File: config.mk
export PLATFORM = sky130hd
export DESIGN_NAME = alu_result_stage
export DESIGN_NICKNAME = d
export VERILOG_FILES = /design/src/rtl/alu_pkg.sv /design/src/rtl/alu_result_stage_zero_detect64.sv /design/src/rtl/alu_result_stage.sv
export SDC_FILE = /design/constraint.sdc
export NUM_CORES = 1
export LEC_CHECK = 0
export BUFFER_PORTS_ARGS = -buffer_cell sky130_fd_sc_hd__buf_2
export CAP_MARGIN = 20
export CORE_MARGIN = 5
export CORE_UTILIZATION = 41
export CTS_BUF_LIST = sky130_fd_sc_hd__clkbuf_4 sky130_fd_sc_hd__clkbuf_8
export CTS_CLUSTER_DIAMETER = 80
export DETAILED_ROUTE_END_ITERATION = 16
export PLACE_DENSITY_LB_ADDON = 0.3
export SYNTH_ARGS = -nofsm -noshare
export SYNTH_HDL_FRONTEND = slang
export SYNTH_SLANG_ARGS = --single-unit
File: constraint.sdc
create_clock -name clk -period 1.36 [get_ports clk]
set_input_delay 0.204 -clock clk [delete_from_list [all_inputs] [get_ports clk]]
set_output_delay 0.204 -clock clk [all_outputs]
set_load 0.005 [all_outputs]
File: src/rtl/alu_pkg.sv
// Shared ALU definitions: op encodings, flag bundle and reserved-op decode
// used by the ALU result stage.
package alu_pkg;

    typedef logic [2:0] alu_op_t;

    typedef struct packed {
        logic n;
        logic z;
        logic v;
        logic c;
    } alu_flags_t;

    localparam alu_op_t ALU_PASS_B = 3'b000;
    localparam alu_op_t ALU_RSVD1  = 3'b001;
    localparam alu_op_t ALU_ADD    = 3'b010;
    localparam alu_op_t ALU_SUB    = 3'b011;
    localparam alu_op_t ALU_AND    = 3'b100;
    localparam alu_op_t ALU_OR     = 3'b101;
    localparam alu_op_t ALU_XOR    = 3'b110;
    localparam alu_op_t ALU_RSVD7  = 3'b111;

    function automatic logic is_reserved_op(input alu_op_t op);
        return (op == ALU_RSVD1) || (op == ALU_RSVD7);
    endfunction

endpackage

File: src/rtl/alu_result_stage_zero_detect64.sv
// zero_detect64: balanced OR-reduction tree over the result word, inverted
// at the root to give the Z flag.
module zero_detect64 #(
    parameter int WIDTH = 64
) (
    input  logic [WIDTH-1:0] word,
    output logic             zero
);

    localparam int LEVELS = (WIDTH > 1) ? $clog2(WIDTH) : 0;
    localparam int PADDED = 1 << LEVELS;

    logic [PADDED-1:0] tree;

    // Each level folds adjacent pairs in place; the low slots always hold
    // the most recent level, so tree[0] ends up as the OR of every bit.
    always_comb begin
        tree = '0;
        tree[WIDTH-1:0] = word;
        for (int lvl = 0; lvl < LEVELS; lvl++) begin
            for (int i = 0; i < (PADDED >> (lvl + 1)); i++) begin
                tree[i] = tree[2*i] | tree[2*i+1];
            end
        end
        zero = ~tree[0];
    end

endmodule

File: src/rtl/alu_result_stage.sv
// Registered result stage after the ALU result-select muxes, with N/Z/V/C
// flag register. Define ALU_RESULT_SKID_EN for a 2-entry skid buffer.
module alu_result_stage
    import alu_pkg::*;
#(
    parameter int WIDTH = 64
) (
    input  logic             clk,
    input  logic             reset,
    input  logic             in_valid,
    output logic             in_ready,
    input  logic [WIDTH-1:0] in_result,
    input  logic [2:0]       in_op,
    input  logic             in_set_flags,
    input  logic             in_carry_out,
    input  logic             in_carry_msb,
    output logic             out_valid,
    input  logic             out_ready,
    output logic [WIDTH-1:0] out_result,
    output logic [2:0]       out_op,
    output logic             flag_n,
    output logic             flag_z,
    output logic             flag_v,
    output logic             flag_c,
    output logic             err_reserved
);

    logic             accept;
    logic             deliver;
    logic             op_reserved;
    logic             in_zero;
    logic [WIDTH-1:0] load_result;
    alu_flags_t       flags;
    alu_flags_t       new_flags;

    assign accept      = in_valid & in_ready;
    assign deliver     = out_valid & out_ready;
    assign op_reserved = is_reserved_op(in_op);
    assign load_result = op_reserved ? '0 : in_result;

    zero_detect64 #(.WIDTH(WIDTH)) u_zero_detect (
        .word (in_result),
        .zero (in_zero)
    );

    always_comb begin
        new_flags   = '0;
        new_flags.n = in_result[WIDTH-1];
        new_flags.z = in_zero;
        if (in_op == ALU_ADD || in_op == ALU_SUB) begin
            new_flags.c = in_carry_out;
            new_flags.v = in_carry_msb ^ in_carry_out;
        end
    end

    // Flags follow acceptance order, so they update here rather than on delivery.
    always_ff @(posedge clk) begin
        if (reset) begin
            flags        <= '0;
            err_reserved <= 1'b0;
        end else if (accept) begin
            if (op_reserved) begin
                err_reserved <= 1'b1;
            end else if (in_set_flags) begin
                flags <= new_flags;
            end
        end
    end

    assign flag_n = flags.n;
    assign flag_z = flags.z;
    assign flag_v = flags.v;
    assign flag_c = flags.c;

`ifdef ALU_RESULT_SKID_EN
    logic             skid_valid;
    logic [WIDTH-1:0] skid_result;
    logic [2:0]       skid_op;
    logic             main_load_in;
    logic             main_load_skid;
    logic             main_clear;
    logic             skid_load;
    logic             skid_clear;

    // skid_valid is a flop, so in_ready carries no combinational path from out_ready.
    assign in_ready = ~skid_valid;

    always_comb begin
        main_load_in   = 1'b0;
        main_load_skid = 1'b0;
        main_clear     = 1'b0;
        skid_load      = 1'b0;
        skid_clear     = 1'b0;
        if (skid_valid) begin
            if (deliver) begin
                main_load_skid = 1'b1;
                skid_clear     = 1'b1;
            end
        end else if (!out_valid || deliver) begin
            if (accept) begin
                main_load_in = 1'b1;
            end else if (deliver) begin
                main_clear = 1'b1;
            end
        end else if (accept) begin
            skid_load = 1'b1;
        end
    end

    always_ff @(posedge clk) begin
        if (reset) begin
            out_valid   <= 1'b0;
            out_result  <= '0;
            out_op      <= '0;
            skid_valid  <= 1'b0;
            skid_result <= '0;
            skid_op     <= '0;
        end else begin
            if (main_load_in) begin
                out_valid  <= 1'b1;
                out_result <= load_result;
                out_op     <= in_op;
            end else if (main_load_skid) begin
                out_valid  <= 1'b1;
                out_result <= skid_result;
                out_op     <= skid_op;
            end else if (main_clear) begin
                out_valid <= 1'b0;
            end
            if (skid_load) begin
                skid_valid  <= 1'b1;
                skid_result <= load_result;
                skid_op     <= in_op;
            end else if (skid_clear) begin
                skid_valid <= 1'b0;
            end
        end
    end
`else
    assign in_ready = out_ready | ~out_valid;

    always_ff @(posedge clk) begin
        if (reset) begin
            out_valid  <= 1'b0;
            out_result <= '0;
            out_op     <= '0;
        end else if (accept) begin
            out_valid  <= 1'b1;
            out_result <= load_result;
            out_op     <= in_op;
        end else if (deliver) begin
            out_valid <= 1'b0;
        end
    end
`endif

endmodule

[Yosys cells after proc, flatten, opt, wreduce, memory -nomap -nowiden]
Index checks and enable logic that the tools add are counted.
Word-level totals
  logic and storage cells: 91
  input port bits: 74
  output and inout port bits: 74
  register bits after elaboration: 73
Operators by class
  reductions and logical operators: 5
  mux-type cells: 4
  equal/unequal tests: 4
  bitwise gates (word level): 70
Operator list (number)
  2-to-1 mux 64 bit: 1
  bitwise OR 1 bit: 64
  equality test 3 x 2 -> 1 bit, second input constant: 2
  equality test 3 x 1 -> 1 bit, second input constant: 1
  equality test 3 bit, second input constant: 1
  NOT 1 bit: 3
  AND reduction 3 bit: 1
  bitwise AND 1 bit: 2
  logical OR 1 bit: 2
  2-to-1 mux 1 bit: 2
  2-to-1 mux 2 bit: 1
  AND reduction 2 bit: 1
  nonzero test 2 bit: 1
  bitwise XOR 1 bit: 1

[Depth between registers and ports, before layout]
Gate-level depths: netlist (run 1).
  word-level depth: 7
  gate-level depth with buffers: 7
  mapped depth without buffers: 4

[Modules after synthesis]
Synthesis (run 1) repeated with hierarchy kept, for this count alone.
Second synthesis, totals
  cells, all modules: 360
  area, all modules: 3168.0 µm²
Modules (own cells, without submodules)
  alu_result_stage: cells each 339, area each 3024.2 µm², sequential area each 1461.4 µm², instances 1
  zero_detect64: cells each 21, area each 143.9 µm², sequential area each 0.0 µm², instances 1

[Least setup slack after synthesis (run 1)]
No wires, ideal clock.
  kind: reg2reg
  from: register out_valid
  to: register out_result[0]
  stages on the path, launching flop included: 8
  slack: -0.059 ns
  clock period less this slack: 1.419 ns
  arrival: 1.349 ns
  path buffers: 3
  setup time: 0.070 ns
  required time: 1.290 ns
  cell sequence: dfxtp_1 nand2b_1 and2_1 buf_2 a31o_1 buf_4 buf_2 a21oi_1
Between the ends
  longest elaborated chain between the ends: 3
RTL lines
  from (decl): RTL line alu_result_stage.sv:17  | output logic out_valid,
  from (signal assigned): RTL line alu_result_stage.sv:144  | out_valid <= 1'b0;
  from (signal assigned): RTL line alu_result_stage.sv:148  | out_valid <= 1'b1;
  from (signal assigned): RTL line alu_result_stage.sv:152  | out_valid <= 1'b0;
  NOT 1 bit: RTL line alu_result_stage.sv:140  | assign in_ready = out_ready | ~out_valid;
  bitwise OR 1 bit: RTL line alu_result_stage.sv:140
  via in_ready: RTL line alu_result_stage.sv:11  | output logic in_ready,
  bitwise AND 1 bit: RTL line alu_result_stage.sv:36  | assign accept = in_valid & in_ready;
  to (signal assigned): RTL line alu_result_stage.sv:149  | out_result <= load_result;
  to (decl): RTL line alu_result_stage.sv:19  | output logic [WIDTH-1:0] out_result,
The timed path passes the listed nets, and every way through them passes these cells.
A chain may end at the register's enable or synchronous reset.

[Final worst setup path (run 1)]
  from: input port in_result[41]
  to: register flags (netlist bit flag_z)
Between the ends
  longest elaborated chain between the ends: 7
RTL lines
  from (decl): RTL line alu_result_stage.sv:12  | input logic [WIDTH-1:0] in_result,
  bitwise OR 1 bit (6 in series): RTL line alu_result_stage_zero_detect64.sv:22  | tree[i] = tree[2*i] | tree[2*i+1];
  NOT 1 bit: RTL line alu_result_stage_zero_detect64.sv:25  | zero = ~tree[0];
  to (signal assigned): RTL line alu_result_stage.sv:65  | flags <= new_flags;
  to (decl): RTL line alu_result_stage.sv:33  | alu_flags_t flags;
Every way passes these cells.

==> results.yml, run 1 <==
critical_path:
  crit_path_end_kind: "flop"
  crit_end: "flag_z$_SDFFE_PP0P_"
  r2r-end: "flag_z$_SDFFE_PP0P_"
  worstPathMaxFanout: 2
  cp.arrival_ps: 1540
  reg2reg_from: "out_valid$_SDFFE_PP0P_"
  crit_path_start_kind: "primary input"
  r2r_setup_slack_ps: 130
  rr_worst_depth: 5
  critical_path_required_ps: 1600
  worstSetupPathType: "in -> reg"
  startpoint: "in_result[41]"
timing:
  hold_violations: 0
  tightest_slew_ps: 321
  whs_ps: 120
  relSlewSlack: 0.784
  fin_skew_ps: 5.85
  timing.fmax_mhz: 768
  fin_crit_sh: 0.958
  finalCriticalPeriod_ps: 1300
  totalNegativeSetupSlack_ps: 0
  finalMaxSlewViolations: 0
  setup_viol: 0
  rsz0062_at_grt: "true"
placement:
  place_area_sq_um: 3640
  place_congestion: 0.771
  dp_hpwl_mm: 5.98
  port_buffers: 147
clocking:
  cts_buffers: 9
  path_clk_slew_ps: 70
  post-cts-setup-buffers: 0
  clk_latency_ps: 320
  htreeDepth: 3
  clk_path_buf_depth: 2
  clock-sinks: 73
  cts_root_buf: "clkbuf_8"
  cts_tree: "done"
  ctsHoldBuffers: 0
logic_synthesis:
  synth-seq-area-share: 0.538
  synth_top_cell_by_area: "dfxtp_1"
  synth_top_area_share: 0.538
  syn-cell-area_sq_um: 2710
  async_flop_share: 0
  ys.flop_type: "dfxtp_1"
  synth_fp_nets: 418
  synth_cell_types: 26
  ys_warn_count: 0
  synth.area.top_cells: "dfxtp_1, nand2_1, a21oi_1, nor4_1, clkbuf_1"
  synthCells: 344
  yosysMostFrequentCell: "nand2_1"
  syn_area_per_cell_sq_um: 7.89
  ys_seq_elements: 73
  synth-edff-count: 0
  synthTopCellsByCount: "nand2_1, dfxtp_1, a21oi_1"
routing:
  drc: 0
  drtIter0Drc: 68
  drtAntennaViolNets: 0
  first_pass_iters: 4
  avgRoutedWirePerCell_microns: 13.8
  vias: 2830
  routed_wl_mm: 8.02
  drt-vias-per-instance: 4.88
global_route:
  grt_overflow: 0
  grt_pass1_wl_mm: 13.2
  grt_pass1_vias: 2772
  grt_use_total: 0.191
  grt_start_max_net_pins: 48
  antenna_found_initial: 0
run_status:
  status: "completed"
layout:
  final_util: 0.611
  area_growth_pct: 43.8
  final_net_count: 572
  layout-drive-gt1-share: 0.388
  n_antenna_cell: 0
  fin_area_sq_um: 3900
floorplan:
  dieArea_sq_um: 8350
  num_rows: 29
  fp.dieH_microns: 91.4
  fp.coreArea_sq_um: 6390
  io_pins: 148
  fp.dieW_microns: 91.4
  start_util: 0.425
power:
  powerDensity_nw_per_um2: 1220
  peakVddDrop_uv: 891
  finalPower_mw: 4.76
  leakagePower_nw: 1.84
run:
  maxCapViolCount: 0
min_path:
  worstHoldPathType: "in -> reg"
-- final cells by class --
class / instances / area [sq um]
clock buffer: 14 / 180
multi-input combinational: 246 / 1190
inverter: 2 / 7.51
fill: 618 / 2480
timing repair buffer: 166 / 932
clock inverter: 2 / 35.0
sequential: 73 / 1460
tap: 77 / 96.3
-- what timing repair did --
item,in CTS,in global routing
endpoints found under the setup margin,1,38
gates cloned,0,0
pin swaps,1,1
resized for setup,2,9
-- flip-flops by register name (all words and copies together) (netlist names) --
register,count
flag_c,1
flag_z,1
out_valid,1
out_op,3
out_result,64
err_reserved,1
flag_n,1
flag_v,1
-- cell usage in the layout (no fill, tap or decap), types with 2 or more instances in the layout --
master,n
buf_2,147
nand2_1,136
dfxtp_1,73
a21oi_1,67
buf_4,14
clkbuf_8,12
nor4_1,10
nand4_1,5
nor4_2,4
buf_12,4
a21oi_2,3
nor2_1,3
nand2_2,2
inv_1,2
xor2_1,2
clkbuf_4,2
-- worst min path at each step --
stage                                startpoint                           to  slack [ps]  cells after the start
CTS                               in_result[57]  out_result[57]$_SDFFE_PP0P_         100                      3
global route                      in_result[57]  out_result[57]$_SDFFE_PP0P_          90                      3
finish                            in_result[45]  out_result[45]$_SDFFE_PP0P_         120                      3
global placement    out_result[38]$_SDFFE_PP0P_  out_result[38]$_SDFFE_PP0P_         440                      2
detailed placement          flag_c$_SDFFE_PP0P_          flag_c$_SDFFE_PP0P_         440                      2
floorplan                              in_valid       out_valid$_SDFFE_PP0P_         330                      2
-- worst max-delay path: stages --
cell     delay (ps)
buf_2           100
nor4_1          310
nand4_1         160
or4_1           550
o31ai_1         220
-- cells by family (layout without fill, tap and decap cells) --
kind of cell | after synthesis | count (layout) | synth area share
AO/OA/AOI/OAI | 74 | 74 | 0.141
XOR/XNOR | 3 | 3 | 0.00968
buffers and inverters | 25 | 184 | 0.0447
flip-flops | 73 | 73 | 0.538
multiplexers | 1 | 1 | 0.00369
AND/OR/NAND/NOR | 168 | 168 | 0.263
-- routing by layer --
layer	part of all wire	vias up	GRT usage
li1	-	1456	-
met1	0.40	1257	0.233
met2	0.48	109	0.302
met3	0.10	8	0.0868
met4	0.012	0	0.0575
met5	0	-	0
-- where the power goes --
part / internal (mW) / switching (mW)
Combinational: 0.311 / 0.365
Sequential: 2.26 / 0.0557
Clock: 1.04 / 0.730
-- per-stage QoR --
stage / setup WS (ps) / std cells
2_1_floorplan: -26.3 / 344
3_3_place_gp: -426 / 565
3_5_place_dp: -439 / 565
4_1_cts: 23.8 / 580
5_1_grt: -17.9 / 580
6_report: 57.4 / 580
Note: power is estimated with default switching activity, not from simulation.
==> inputs of run 2 (changes only) <==
- HOLD_SLACK_MARGIN: not set -> 0.15
==> run 2 against run 1 <==
Net effect:
- register-to-register slack is essentially flat
- critical endpoint unchanged
- largest cell class is now buffers
- first-iteration DRC count rose by 21%
- largest power group unchanged
- design area is 15% higher
- total power grew 3.7%
==> results.yml, run 2 (synthesized netlist as in run 1, its figures left out) <==
global_route:
  grt_use_total: 0.218
  grt_start_max_net_pins: 48
  grt_pass1_vias: 3216
  antenna_found_initial: 0
  grt_pass1_wl_mm: 15.0
  grt_overflow: 0
layout:
  fin_cells: 640
  area_growth_pct: 65.9
  final_net_count: 632
  n_antenna_cell: 0
  nFillCells: 528
  layout_commonest_cell: "buf_2"
  final_cell_mix: "buf_2, nand2_1, dfxtp_1"
  top_register: "out_result"
  largest_reg_flops: 64
  reg.largest.list: "out_result (64), out_op (3)"
  fin_area_sq_um: 4500
  layout-drive-gt1-share: 0.346
routing:
  avgRoutedWirePerCell_microns: 14.4
  drtAntennaViolNets: 0
  drtIter0Drc: 82
  vias: 3148
  first_pass_iters: 5
  drc: 0
  drt-vias-per-instance: 4.92
  routed_wl_mm: 9.24
clocking:
  cts_root_buf: "clkbuf_8"
  clock-sinks: 73
  clk_path_buf_depth: 2
  cts_buffers: 9
  cts_tree: "done"
  path_clk_slew_ps: 80
  clk_latency_ps: 320
  htreeDepth: 3
timing:
  tightest_slew_ps: 326
  timing.fmax_mhz: 760
  fin_skew_ps: 5.56
  relSlewSlack: 0.781
  fin_crit_sh: 0.968
  finalMaxSlewViolations: 0
  setup_viol: 0
  rsz0062_at_grt: "true"
  finalCriticalPeriod_ps: 1320
  hold_violations: 0
floorplan:
  dieArea_sq_um: 8350
  num_rows: 29
  io_pins: 148
  fp.coreArea_sq_um: 6390
  fp.dieW_microns: 91.4
  fp.dieH_microns: 91.4
  start_util: 0.425
placement:
  place_congestion: 0.771
  dp_cells: 565
  place_area_sq_um: 3640
  port_buffers: 147
  dp_hpwl_mm: 5.98
run_status:
  status: "completed"
power:
  peakVddDrop_uv: 909
  leakagePower_nw: 2.09
  powerDensity_nw_per_um2: 1100
min_path:
  worstHoldPathType: "in -> reg"
run:
  maxCapViolCount: 0
critical_path:
  critical_path_required_ps: 1600
  crit_path_end_kind: "flop"
  crit_path_start_kind: "primary input"
  worstPathMaxFanout: 2
  r2r_setup_slack_ps: 120
  cp.arrival_ps: 1550
  worstSetupPathType: "in -> reg"
[run 2: cell count changes in the layout (fill, tap and decap cells not counted)]
cell / change
dlygate4sd3_1: +60
[run 2: cell type report]
| class | count | area [sq um] | area share |
|---|---|---|---|
| Clock buffer | 14 | 180 | 0.0400 |
| Clock inverter | 2 | 35.0 | 0.00778 |
| Inverter | 2 | 7.51 | 0.00167 |
| Multi-Input combinational cell | 246 | 1190 | 0.264 |
| Sequential cell | 73 | 1460 | 0.325 |
| Tap cell | 77 | 96.3 | 0.0214 |
| Timing Repair Buffer | 226 | 1530 | 0.340 |
[run 2: what timing repair did]
item / in CTS / in global routing
hold buffers: 60 / 0
hold endpoints to repair: 60 / 0
resized for setup: 2 / 9
setup endpoints to repair: 1 / 36
cloned: 0 / 0
pin swaps: 1 / 0
setup buffers: 0 / 0
[run 2: worst max-delay path, stage by stage]
cell,delay (ps)
buf_2,120
nor4_4,290
nand4_1,170
or4_1,540
o31ai_1,220
[run 2: where the power goes]
part | internal (mW) | switching, mW | leakage, nW
logic | 0.424 | 0.403 | 1.38
clock network | 1.04 | 0.751 | 0.114
registers | 2.26 | 0.0581 | 0.599
total | 3.72 | 1.21 | 2.09
[run 2: worst paths after layout]
kind                                        startpoint                           to  cells after the start
worst max register to register  out_valid$_SDFFE_PP0P_  out_result[40]$_SDFFE_PP0P_                      5
worst min register to register     flag_c$_SDFFE_PP0P_          flag_c$_SDFFE_PP0P_                      2
worst min-delay path                             reset    err_reserved$_SDFFE_PP0P_                      2
worst max-delay path                     in_result[34]          flag_z$_SDFFE_PP0P_                      5
[run 2: stage by stage]
step	setup slack, ps	power [mW]	hold slack, ps	utilization	setup TNS, ps
2_1_floorplan	-26.3	2.66	333	-	-527
3_3_place_gp	-426	3.01	439	0.569	-426
3_5_place_dp	-439	3.03	444	0.569	-439
4_1_cts	27.1	4.96	165	0.698	0
5_1_grt	-48.9	5.19	185	0.705	-48.9
6_report	43.6	4.93	202	0.705	0
[run 2: per-layer routing]
layer  part of all wire  global-route usage
met5                  0                   0
met4              0.012              0.0623
met3              0.083              0.0901
met2               0.50               0.372
met1               0.40               0.249
==> inputs of run 3 (changes only) <==
- clock period: 1.36 -> 1.1 ns (I/O delays scaled with it)
==> run 3 against run 2 <==
Net effect:
- core utilization is 8.7 points higher
- setup slack worse by 170 ps
- total power is 36% higher
- critical path depth stayed put
- non-clock buffer count is 17 higher
- register-to-register slack worse by 240 ps
- the run now ends with setup timing left
- sequential share of layout area is 3.5 points lower
- critical path type is now reg -> reg
- sequential power is 24% higher
- critical endpoint is now out_result[44]$_SDFFE_PP0P_
- first-iteration DRC count is 26% higher
- global-route usage is 1.4 points higher
==> results.yml, run 3 (synthesized netlist as in run 1, its figures left out) <==
critical_path:
  crit_path_start_kind: "flop"
  r2r-end: "out_result[44]$_SDFFE_PP0P_"
  worstPathMaxFanout: 32
  startpoint: "out_valid$_SDFFE_PP0P_"
  cp.arrival_ps: 1480
  critical_path_required_ps: 1360
  crit_end: "out_result[44]$_SDFFE_PP0P_"
  reg2reg_from: "out_valid$_SDFFE_PP0P_"
  crit_path_end_kind: "flop"
  r2r_setup_slack_ps: -120
  worstSetupPathType: "reg -> reg"
  rr_worst_depth: 5
global_route:
  antenna_found_initial: 1
  grt_pass1_wl_mm: 15.9
  grt_use_total: 0.232
  grt_overflow: 0
  grt_start_max_net_pins: 35
  grt_pass1_vias: 3332
placement:
  dp_cells: 584
  place_congestion: 0.862
  port_buffers: 147
  dp_hpwl_mm: 6.45
layout:
  fin_cells: 658
  area_growth_pct: 86.4
  seqCellArea_sq_um: 1470
  final_cell_mix: "buf_2, nand2_1, dfxtp_1"
  reg.largest.list: "out_result (64), out_op (3)"
  top_register: "out_result"
  final_net_count: 649
  layout_commonest_cell: "buf_2"
  nFillCells: 432
  multi_input_comb_area_sq_um: 1450
  layout-drive-gt1-share: 0.452
  largest_reg_flops: 64
power:
  peakVddDrop_uv: 824
  leakagePower_nw: 2.28
  powerDensity_nw_per_um2: 1320
timing:
  hold_violations: 0
  fin_skew_ps: 9.33
  tightest_slew_ps: 426
  relSlewSlack: 0.714
  finalCriticalPeriod_ps: 1220
  setup_viol: 73
  totalNegativeSetupSlack_ps: -6870
  timing.fmax_mhz: 818
  fin_crit_sh: 1.11
  finalWorstSetupSlack_ps: -122
  rsz0062_at_grt: "true"
  finalMaxSlewViolations: 0
routing:
  routed_wl_mm: 10.6
  avgRoutedWirePerCell_microns: 16.2
  drt-vias-per-instance: 5.06
  drtAntennaViolNets: 0
  drc: 0
  first_pass_iters: 4
  vias: 3332
  drtIter0Drc: 103
clocking:
  clk_path_buf_depth: 2
  cts_tree: "done"
  clk_latency_ps: 330
  cts_root_buf: "clkbuf_8"
  htreeDepth: 3
  clock-sinks: 73
  cts_buffers: 9
  path_clk_slew_ps: 70
floorplan:
  fp.coreArea_sq_um: 6390
  start_util: 0.425
  io_pins: 148
  num_rows: 29
  fp.dieW_microns: 91.4
  dieArea_sq_um: 8350
  fp.dieH_microns: 91.4
run_status:
  violations: "setup timing"
  status: "complete, but fails checks"
min_path:
  worstHoldPathType: "in -> reg"
run:
  maxCapViolCount: 0
==> run 3: changes by cell type in the layout (fill, tap and decap cells not counted), moves of 6 or more <==
| cell | previous run | this run |
|---|---|---|
| a21oi_1 | 67 | 41 |
| a21oi_2 | 3 | 29 |
| buf_4 | 14 | 28 |
| dlygate4sd3_1 | 60 | 51 |
| buf_6 | 1 | 9 |
| nor4_1 | 10 | 4 |
| nor4_4 | 1 | 7 |
==> run 3: worst max-delay path, cell delays in order (launching register included) <==
cell,delay [ps]
dfxtp_4,360
nand2b_4,70
and2_4,170
a31o_4,240
buf_12,170
a21oi_1,130
==> run 3: final cells by class <==
cell class / instances / share of cell area
clock inverter: 5 / 0.0203
antenna: 1 / 0.000495
tap: 77 / 0.0190
inverter: 2 / 0.00148
multi-input combinational: 246 / 0.287
timing repair buffer: 243 / 0.353
sequential: 73 / 0.290
clock buffer: 11 / 0.0287
==> run 3: report_power, final <==
group	switching, mW	internal [mW]	leakage [nW]
Sequential	0.0790	2.79	0.600
Combinational	0.623	0.666	1.56
Clock	0.946	1.59	0.123
Total	1.65	5.05	2.28
==> run 3: metal layers <==
layer  GRT usage  share of wire  vias to the layer above
met5           0              0                        -
met4      0.0941          0.024                        0
met3      0.0545          0.066                       23
met2       0.409           0.52                      124
met1       0.269           0.39                     1566
li1            -              -                     1619
==> run 3: stage by stage <==
stage	cell area [sq um]	hold WS, ps	power [mW]	setup WS [ps]	util
finish	5060	193	6.70	-122	0.792
global route	5060	194	6.97	-172	0.792
CTS	4780	159	6.58	-120	0.748
detailed placement	3840	423	3.83	-641	0.601
global placement	3840	418	3.81	-579	0.601
floorplan	2810	287	3.31	-149	-
==> run 3: worst min-delay path by stage <==
stage / startpoint / end / cells after the start
CTS: in_carry_msb / flag_v$_SDFFE_PP0P_ / 4
global route: in_carry_msb / flag_v$_SDFFE_PP0P_ / 4
detailed placement: in_result[11] / out_result[11]$_SDFFE_PP0P_ / 3
global placement: in_result[58] / out_result[58]$_SDFFE_PP0P_ / 3
floorplan: in_valid / out_valid$_SDFFE_PP0P_ / 2
finish: in_carry_msb / flag_v$_SDFFE_PP0P_ / 4
==> run 3: repair_timing <==
| action | 4_1_cts | 5_1_grt |
|---|---|---|
| hold buffers | 51 | 0 |
| setup buffers | 0 | 3 |
| gates cloned | 2 | 4 |
| endpoints found under the setup margin | 69 | 73 |
| pin swaps | 8 | 7 |
| gates resized for setup | 26 | 40 |
| hold endpoints to repair | 52 | 0 |
